[src/rtl/qos_pkg.sv]
// Shared constants and FSM encoding for the qos transmitter, its arbiter and benches.
// No logic; default sizing for a 4-VC, 4-bit-payload configuration.
package qos_pkg;
    localparam int DEF_QUEUE_QUANTITY = 4;
    localparam int DEF_BUF_WIDTH      = 3;
    localparam int DEF_MAX_PENDING    = 16;

    typedef enum logic [1:0] {
        ST_IDLE   = 2'd0,
        ST_ENVIAR = 2'd1,
        ST_ESPERA = 2'd2,
        ST_ERROR  = 2'd3
    } tx_state_e;
endpackage

[src/rtl/qos_transmisor_if.sv]
// Control, load, flow-control and qos write-side signals of the transmitter.
// master = transmitter side, slave = stimulus / qos side.
interface qos_transmisor_if
    import qos_pkg::*;
#(
    parameter int QUEUE_QUANTITY = DEF_QUEUE_QUANTITY,
    parameter int BUF_WIDTH      = DEF_BUF_WIDTH,
    parameter int MAX_PENDING    = DEF_MAX_PENDING
) ();
    localparam int VW = $clog2(QUEUE_QUANTITY);
    localparam int PW = $clog2(MAX_PENDING) + 1;
    localparam int DW = BUF_WIDTH + 1;

    logic                      enb;
    logic                      iniciar;
    logic                      carga;
    logic [VW-1:0]             carga_vc;
    logic [PW-1:0]             carga_cant;
    logic [QUEUE_QUANTITY-1:0] pausa;
    logic [QUEUE_QUANTITY-1:0] continuar;
    logic [QUEUE_QUANTITY-1:0] error_full;
    logic                      wr_en;
    logic [VW-1:0]             vc_id;
    logic [DW-1:0]             data_word;
    logic [QUEUE_QUANTITY-1:0] pausado;
    logic                      idle;
    logic                      error_tx;

    modport master (
        input  enb, iniciar, carga, carga_vc, carga_cant, pausa, continuar, error_full,
        output wr_en, vc_id, data_word, pausado, idle, error_tx
    );
    modport slave (
        output enb, iniciar, carga, carga_vc, carga_cant, pausa, continuar, error_full,
        input  wr_en, vc_id, data_word, pausado, idle, error_tx
    );
endinterface

[src/rtl/qos_rr_selector.sv]
// Combinational round-robin pick: first eligible index strictly after i_ptr, wrapping.
// Zero latency; o_valid low when nothing is eligible.
module qos_rr_selector
    import qos_pkg::*;
#(
    parameter int QUEUE_QUANTITY = DEF_QUEUE_QUANTITY,
    localparam int VW = $clog2(QUEUE_QUANTITY)
) (
    input  logic [QUEUE_QUANTITY-1:0] i_elig,
    input  logic [VW-1:0]             i_ptr,
    output logic [VW-1:0]             o_sel,
    output logic                      o_valid
);
    logic [VW-1:0] w_idx;

    always_comb begin
        w_idx   = '0;
        o_sel   = '0;
        o_valid = 1'b0;
        for (int k = 1; k <= QUEUE_QUANTITY; k++) begin
            w_idx = VW'((int'(i_ptr) + k) % QUEUE_QUANTITY);
            if (!o_valid && i_elig[w_idx]) begin
                o_valid = 1'b1;
                o_sel   = w_idx;
            end
        end
    end
endmodule

[src/rtl/qos_transmisor.sv]
// Per-VC pending-word source feeding qos: round-robin, one word/cycle, 1-edge latency.
// Honours per-VC pausa/continuar immediately; any error_full freezes it until reset.
module qos_transmisor
    import qos_pkg::*;
#(
    parameter int QUEUE_QUANTITY = DEF_QUEUE_QUANTITY,
    parameter int BUF_WIDTH      = DEF_BUF_WIDTH,
    parameter int MAX_PENDING    = DEF_MAX_PENDING
) (
    input logic              clk,
    input logic              rst,
    qos_transmisor_if.master bus
);
    localparam int VW = $clog2(QUEUE_QUANTITY);
    localparam int PW = $clog2(MAX_PENDING) + 1;
    localparam int SW = PW + 1;
    localparam int DW = BUF_WIDTH + 1;

    tx_state_e                 r_state, w_state_next;
    logic [PW-1:0]             r_pend      [QUEUE_QUANTITY];
    logic [PW-1:0]             w_pend_next [QUEUE_QUANTITY];
    logic [SW-1:0]             w_sum       [QUEUE_QUANTITY];
    logic [DW-1:0]             r_seq       [QUEUE_QUANTITY];
    logic [VW-1:0]             r_ptr, r_vc_id, w_sel;
    logic [DW-1:0]             r_data_word;
    logic [QUEUE_QUANTITY-1:0] r_pausado, w_pausado_next, w_elig;
    logic                      r_wr_en, r_idle, r_error_tx;
    logic                      w_valid, w_err, w_send, w_load, w_any_pend, w_any_pend_next;

    // Pause is resolved combinationally so a VC paused this cycle is not sent at this edge.
    always_comb begin
        w_pausado_next = bus.pausa | (r_pausado & ~bus.continuar);
        for (int i = 0; i < QUEUE_QUANTITY; i++)
            w_elig[i] = (r_pend[i] != '0) && !w_pausado_next[i];
    end

    assign w_err = |bus.error_full;

    qos_rr_selector #(.QUEUE_QUANTITY(QUEUE_QUANTITY)) u_rr (
        .i_elig  (w_elig),
        .i_ptr   (r_ptr),
        .o_sel   (w_sel),
        .o_valid (w_valid)
    );

    always_comb begin
        w_send = 1'b0;
        w_load = 1'b0;
        if (!w_err) begin
            w_load = bus.carga && (r_state != ST_ERROR);
            w_send = w_valid && (r_state == ST_ENVIAR || r_state == ST_ESPERA);
        end
    end

    // Load and send on the same VC net out before saturating.
    always_comb begin
        w_any_pend      = 1'b0;
        w_any_pend_next = 1'b0;
        for (int i = 0; i < QUEUE_QUANTITY; i++) begin
            w_sum[i] = {1'b0, r_pend[i]};
            if (w_load && bus.carga_vc == VW'(i))
                w_sum[i] = w_sum[i] + {1'b0, bus.carga_cant};
            if (w_send && w_sel == VW'(i))
                w_sum[i] = w_sum[i] - SW'(1);
            w_pend_next[i] = (w_sum[i] > SW'(MAX_PENDING)) ? PW'(MAX_PENDING) : w_sum[i][PW-1:0];
            w_any_pend      |= (r_pend[i] != '0);
            w_any_pend_next |= (w_pend_next[i] != '0);
        end
    end

    always_comb begin
        w_state_next = r_state;
        if (w_err) begin
            w_state_next = ST_ERROR;
        end else begin
            case (r_state)
                ST_IDLE:
                    if (bus.iniciar && w_any_pend) w_state_next = ST_ENVIAR;
                ST_ENVIAR, ST_ESPERA:
                    if (!w_any_pend_next)  w_state_next = ST_IDLE;
                    else if (w_valid)      w_state_next = ST_ENVIAR;
                    else                   w_state_next = ST_ESPERA;
                default:
                    w_state_next = ST_ERROR;
            endcase
        end
    end

    always_ff @(posedge clk or negedge rst) begin
        if (!rst)         r_state <= ST_IDLE;
        else if (bus.enb) r_state <= w_state_next;
    end

    always_ff @(posedge clk or negedge rst) begin
        if (!rst) begin
            for (int i = 0; i < QUEUE_QUANTITY; i++) begin
                r_pend[i] <= '0;
                r_seq[i]  <= '0;
            end
            r_ptr       <= VW'(QUEUE_QUANTITY - 1);
            r_wr_en     <= 1'b0;
            r_vc_id     <= '0;
            r_data_word <= '0;
            r_pausado   <= '0;
            r_idle      <= 1'b1;
            r_error_tx  <= 1'b0;
        end else if (bus.enb) begin
            r_wr_en    <= w_send;
            r_pend     <= w_pend_next;
            r_pausado  <= w_pausado_next;
            r_idle     <= (w_state_next == ST_IDLE) && !w_any_pend_next;
            r_error_tx <= (w_state_next == ST_ERROR);
            if (w_send) begin
                r_vc_id      <= w_sel;
                r_data_word  <= r_seq[w_sel];
                r_seq[w_sel] <= r_seq[w_sel] + DW'(1);
                r_ptr        <= w_sel;
            end
        end else begin
            r_wr_en <= 1'b0;
        end
    end

    assign bus.wr_en     = r_wr_en;
    assign bus.vc_id     = r_vc_id;
    assign bus.data_word = r_data_word;
    assign bus.pausado   = r_pausado;
    assign bus.idle      = r_idle;
    assign bus.error_tx  = r_error_tx;
endmodule
[src/flat_wrapper.sv]
// flat-port wrapper written by rule: the top's interface ports become plain ports
module qos_transmisor_flat import qos_pkg::*;
#(
    parameter int QUEUE_QUANTITY = DEF_QUEUE_QUANTITY,
    parameter int BUF_WIDTH      = DEF_BUF_WIDTH,
    parameter int MAX_PENDING    = DEF_MAX_PENDING
)
  (clk, rst, bus_enb, bus_iniciar, bus_carga, bus_carga_vc, bus_carga_cant, bus_pausa, bus_continuar, bus_error_full, bus_wr_en, bus_vc_id, bus_data_word, bus_pausado, bus_idle, bus_error_tx);
  qos_transmisor_if #(.QUEUE_QUANTITY(QUEUE_QUANTITY), .BUF_WIDTH(BUF_WIDTH), .MAX_PENDING(MAX_PENDING)) bus_i ();
  input logic clk;
  input logic rst;
  input wire logic [$bits(bus_i.enb)-1:0] bus_enb;
  input wire logic [$bits(bus_i.iniciar)-1:0] bus_iniciar;
  input wire logic [$bits(bus_i.carga)-1:0] bus_carga;
  input wire logic [$bits(bus_i.carga_vc)-1:0] bus_carga_vc;
  input wire logic [$bits(bus_i.carga_cant)-1:0] bus_carga_cant;
  input wire logic [$bits(bus_i.pausa)-1:0] bus_pausa;
  input wire logic [$bits(bus_i.continuar)-1:0] bus_continuar;
  input wire logic [$bits(bus_i.error_full)-1:0] bus_error_full;
  output wire logic [$bits(bus_i.wr_en)-1:0] bus_wr_en;
  output wire logic [$bits(bus_i.vc_id)-1:0] bus_vc_id;
  output wire logic [$bits(bus_i.data_word)-1:0] bus_data_word;
  output wire logic [$bits(bus_i.pausado)-1:0] bus_pausado;
  output wire logic [$bits(bus_i.idle)-1:0] bus_idle;
  output wire logic [$bits(bus_i.error_tx)-1:0] bus_error_tx;
  assign bus_i.enb = bus_enb;
  assign bus_i.iniciar = bus_iniciar;
  assign bus_i.carga = bus_carga;
  assign bus_i.carga_vc = bus_carga_vc;
  assign bus_i.carga_cant = bus_carga_cant;
  assign bus_i.pausa = bus_pausa;
  assign bus_i.continuar = bus_continuar;
  assign bus_i.error_full = bus_error_full;
  assign bus_wr_en = bus_i.wr_en;
  assign bus_vc_id = bus_i.vc_id;
  assign bus_data_word = bus_i.data_word;
  assign bus_pausado = bus_i.pausado;
  assign bus_idle = bus_i.idle;
  assign bus_error_tx = bus_i.error_tx;
  qos_transmisor #(.QUEUE_QUANTITY(QUEUE_QUANTITY), .BUF_WIDTH(BUF_WIDTH), .MAX_PENDING(MAX_PENDING)) u_core (.clk(clk), .rst(rst), .bus(bus_i));
endmodule
[config.mk]
export PLATFORM = sky130hd
export DESIGN_NAME = qos_transmisor_flat
export DESIGN_NICKNAME = d
export VERILOG_FILES = /design/src/rtl/qos_pkg.sv /design/src/rtl/qos_transmisor_if.sv /design/src/rtl/qos_rr_selector.sv /design/src/rtl/qos_transmisor.sv /design/src/flat_wrapper.sv
export SDC_FILE = /design/constraint.sdc
export NUM_CORES = 1
export LEC_CHECK = 0
export CAP_MARGIN = 20
export CORE_MARGIN = 2
export CORE_UTILIZATION = 50
export DETAILED_ROUTE_END_ITERATION = 6
export GPL_ROUTABILITY_DRIVEN = 0
export PLACE_DENSITY = 0.82
export RECOVER_POWER = 25
export SETUP_SLACK_MARGIN = 0.2
export SLEW_MARGIN = 0
export SYNTH_ARGS = -nofsm -noshare
export SYNTH_HDL_FRONTEND = slang
export SYNTH_HIERARCHICAL = 1
export SYNTH_SLANG_ARGS = --single-unit
[constraint.sdc]
create_clock -name clk -period 5 [get_ports clk]
set_clock_uncertainty 0.1 [all_clocks]
set_input_delay 0.75 -clock clk [delete_from_list [all_inputs] [get_ports clk]]
set_output_delay 0.75 -clock clk [all_outputs]
set_load 0.005 [all_outputs]
==> out/results.ini <==
[detailed_routing]
wirelength_met1_um=5420
drt-wirelength-per-cell_um=17.2
dr_total_vias=4709
remaining_drc_errors=0
dr_wl_met2_um=6320
antenna_left=0
route.met3.wl_um=819
wirelength_um=12900
drt-initial-drc-count=345
firstDrtPassIters=5
via_per_inst=6.29
maxUsedRoutingLayer=met4

[finish]
antennaDiodeCount=0
seq_area_um2=1330
fin_util_pct=59.4
nets=675
nFillCells=804
drive_gt1_share_pct=12.7
multiInputGateArea_um2=3270
syn2layout_area_growth_pct=15.4

[pwr]
power.share.switching_pct=46.5
p_sw_mw=1.06
ir_worst_vdd_mv=0.195
power.share.sequential_pct=26.3
power_density_nw_per_um2=416
p_leak_nw=2.34
clkPwrFrac_pct=12.1
power_mw=2.28
power_frac_comb_pct=61.6
p_int_mw=1.22

[sta]
setup_viol=0
rsz0062_at_grt=no
drv_slew=54
setup_ws_ps=394
layout_min_cycle_time_ps=4610
relSlewSlack_pct=-94.5
finalCritPeriodShare_pct=92.1
fin_tns_setup_ps=0
fmax_ghz=0.217
hold_violations=0
worst_pin_slew_ps=2920
holdWs_ps=386

[clocking]
cts-root-buf=clkbuf_8
htree_levels=2
cts_sinks=53
cts_tree=built
cts_made_buffers=5
insertion_delay_ps=320
cts_buffer_depth=2
postCtsSetupRepairBufs=0
path_clk_slew_ps=110

[worst_setup_path]
critPathCapture=u_core/bus.idle
rr_worst_depth=16
critPathRequiredTime_ps=5140
crit_buf_inv=2
crit_arrival_ps=4750
r2r_end=u_core/bus.idle
cp_top_family=simple AND/OR/NAND/NOR gates
worstSetupStartpointType=flop
cpPeakStageDelay_ps=550
worst-setup-path-type=reg -> reg
r2r-start=u_core/r_pend[1]
cp_slowest_cell=or4_4
end_kind=flop
ff2ff_setup_slack_ps=390
crit_fanout=5
cp-startpoint=u_core/r_pend[1]
worstPathCellList=or3_1 -> nor3_2 -> buf_4 -> nor3_1 -> and2b_1 -> a21oi_2 -> o221ai_2 -> buf_4 -> nor4_4 -> a21bo_2 -> or4_4 -> a21o_1 -> a32oi_1 -> nand4_1 -> or3_1 -> o32ai_2
crit_cells=16

[synthesis]
yosys_warnings=6
yosysSeqAreaShare_pct=28.0
syn_nets=626
syn_inst=570
synth.distinct_cells=74
syn_area_um2=4760
ys_ff_latch=53
synth_ff_type=dfrtp_1
syn_avg_cell_area_um2=8.35
synth_edf_count=0
async_reset_ff_share_pct=100

[job]
cap_violations=1

[die]
num_rows=35
die_x_um=102
initial_utilization_pct=51.5
die_y_um=102
die_area_um2=10300
boundaryPins=37
core_region_area_um2=9240

[grt]
grt_usage_pct=26.3
globalRoute.totalOverflow=0
antenna_found_initial=0
grt_pass1_wl_um=21800
grt_max_degree=63
grt_pass1_vias=4559

[place]
place_ws_ps=115
dp_hpwl_um=9750
port_buffers=36

[outcome]
violations=max-capacitance violations, max-slew violations
status=finished, violations left

[min_path]
min_path_type=reg -> reg

-- synth_stat cells (3+ instances only) --
library cell / number / area [um^2]
nand2_1: 71 / 267
dfrtp_1: 50 / 1250
nor2_1: 45 / 169
o21ai_0: 42 / 210
a21oi_1: 30 / 150
ha_1: 28 / 350
inv_1: 27 / 101
clkbuf_1: 16 / 60.1
o22ai_1: 15 / 93.8
nor3_1: 14 / 70.1
xnor2_1: 14 / 123
xor2_1: 13 / 114
nand2b_1: 11 / 68.8
nand3_1: 10 / 50.1
nor2b_1: 10 / 62.6
mux2_2: 9 / 101
o31ai_1: 9 / 67.6
and3_1: 8 / 50.1
nand4_1: 8 / 50.1
or3_1: 8 / 50.1
a211oi_1: 7 / 52.6
a21o_1: 7 / 52.6
and2_1: 7 / 43.8
mux2i_1: 6 / 60.1
nor4_1: 6 / 37.5
a22o_1: 5 / 43.8
a31oi_1: 5 / 31.3
o211ai_1: 5 / 37.5
o21ba_2: 5 / 50.1
or2_2: 5 / 31.3
fa_1: 4 / 80.1
mux4_2: 4 / 90.1
nor3b_1: 4 / 30.0
o2111ai_1: 4 / 35.0
a211o_1: 3 / 26.3
a311oi_1: 3 / 26.3
a31o_2: 3 / 26.3
dfstp_2: 3 / 78.8
-- through the flow --
stage                     cell area [um^2]  cells
after detailed placement              5380    741
after floorplan                       4760    570
after global placement                5380    741
after CTS                             5470    749
after global routing                  5490    749
final                                 5490    749
-- kinds of logic after synthesis --
kind of cell	share of synthesized area [%]
mux	5.29
buf+inv	3.71
xor+xnor	4.97
flops	28.0
simple gates	25.2
fa+ha+maj	9.05
compound gates	23.8
-- final cells by class --
type,count,share of cell area [%]
inverter,27,1.85
clock buffer,5,1.25
timing repair buffer,60,9.60
sequential,53,24.2
tap,129,2.94
multi-input combinational,472,59.7
clock inverter,3,0.479
-- power by group through the flow --
stage,Combinational [mW],Sequential [mW],Clock [mW]
5_1_grt,1.53,0.611,0.300
2_1_floorplan,0.976,0.577,0
3_5_place_dp,1.36,0.602,0
4_1_cts,1.36,0.594,0.290
3_3_place_gp,1.31,0.595,0
6_report,1.41,0.600,0.276
-- per-layer routing --
metal	GRT usage, %	vias to the layer above
met5	0	-
met4	10.3	0
met3	3.24	27
met2	44.6	222
met1	34.1	2247
li1	-	2213
-- timing repair --
| action | in CTS | in global routing |
|---|---|---|
| hold buffers | 0 | 0 |
| gates resized for setup | 0 | 6 |
| setup endpoints to repair | 0 | 2 |
-- how the worst min path moves through the flow --
stage                              startpoint             endpoint  slack [ps]  cells after the start
after global routing          u_core/r_seq[4]      u_core/r_seq[4]         390                      1
after floorplan               u_core/r_seq[4]      u_core/r_seq[4]         340                      1
final                        u_core/r_seq[12]     u_core/r_seq[12]         390                      1
after CTS                    u_core/r_seq[12]     u_core/r_seq[12]         380                      1
after global placement       u_core/r_seq[12]     u_core/r_seq[12]         350                      1
after detailed placement  u_core/bus.vc_id[1]  u_core/bus.vc_id[1]         360                      2
-- cells in the final DEF (no fill, tap or decap), types with 11 or more instances in the layout --
master	netlist	layout
o22ai_1	15	15
dfrtp_1	50	50
buf_4	0	23
clkdlybuf4s50_1	0	34
nor2_1	45	45
xor2_1	13	13
inv_1	27	27
xnor2_1	14	14
nand2b_1	11	11
nand2_1	71	71
a21oi_1	30	30
ha_1	28	27
o21ai_0	42	41
-- sequential cells by signal, summed over array words and instances, names as in the netlist --
name / count
u_core/bus.vc_id: 2
u_core/r_state: 2
u_core/r_pend: 20
u_core/r_seq: 16
u_core/bus.pausado: 4
u_core/bus.error_tx: 1
u_core/r_ptr: 2
u_core/bus.idle: 1
u_core/bus.wr_en: 1
u_core/bus.data_word: 4
Note: power is estimated with default switching activity, not from simulation.
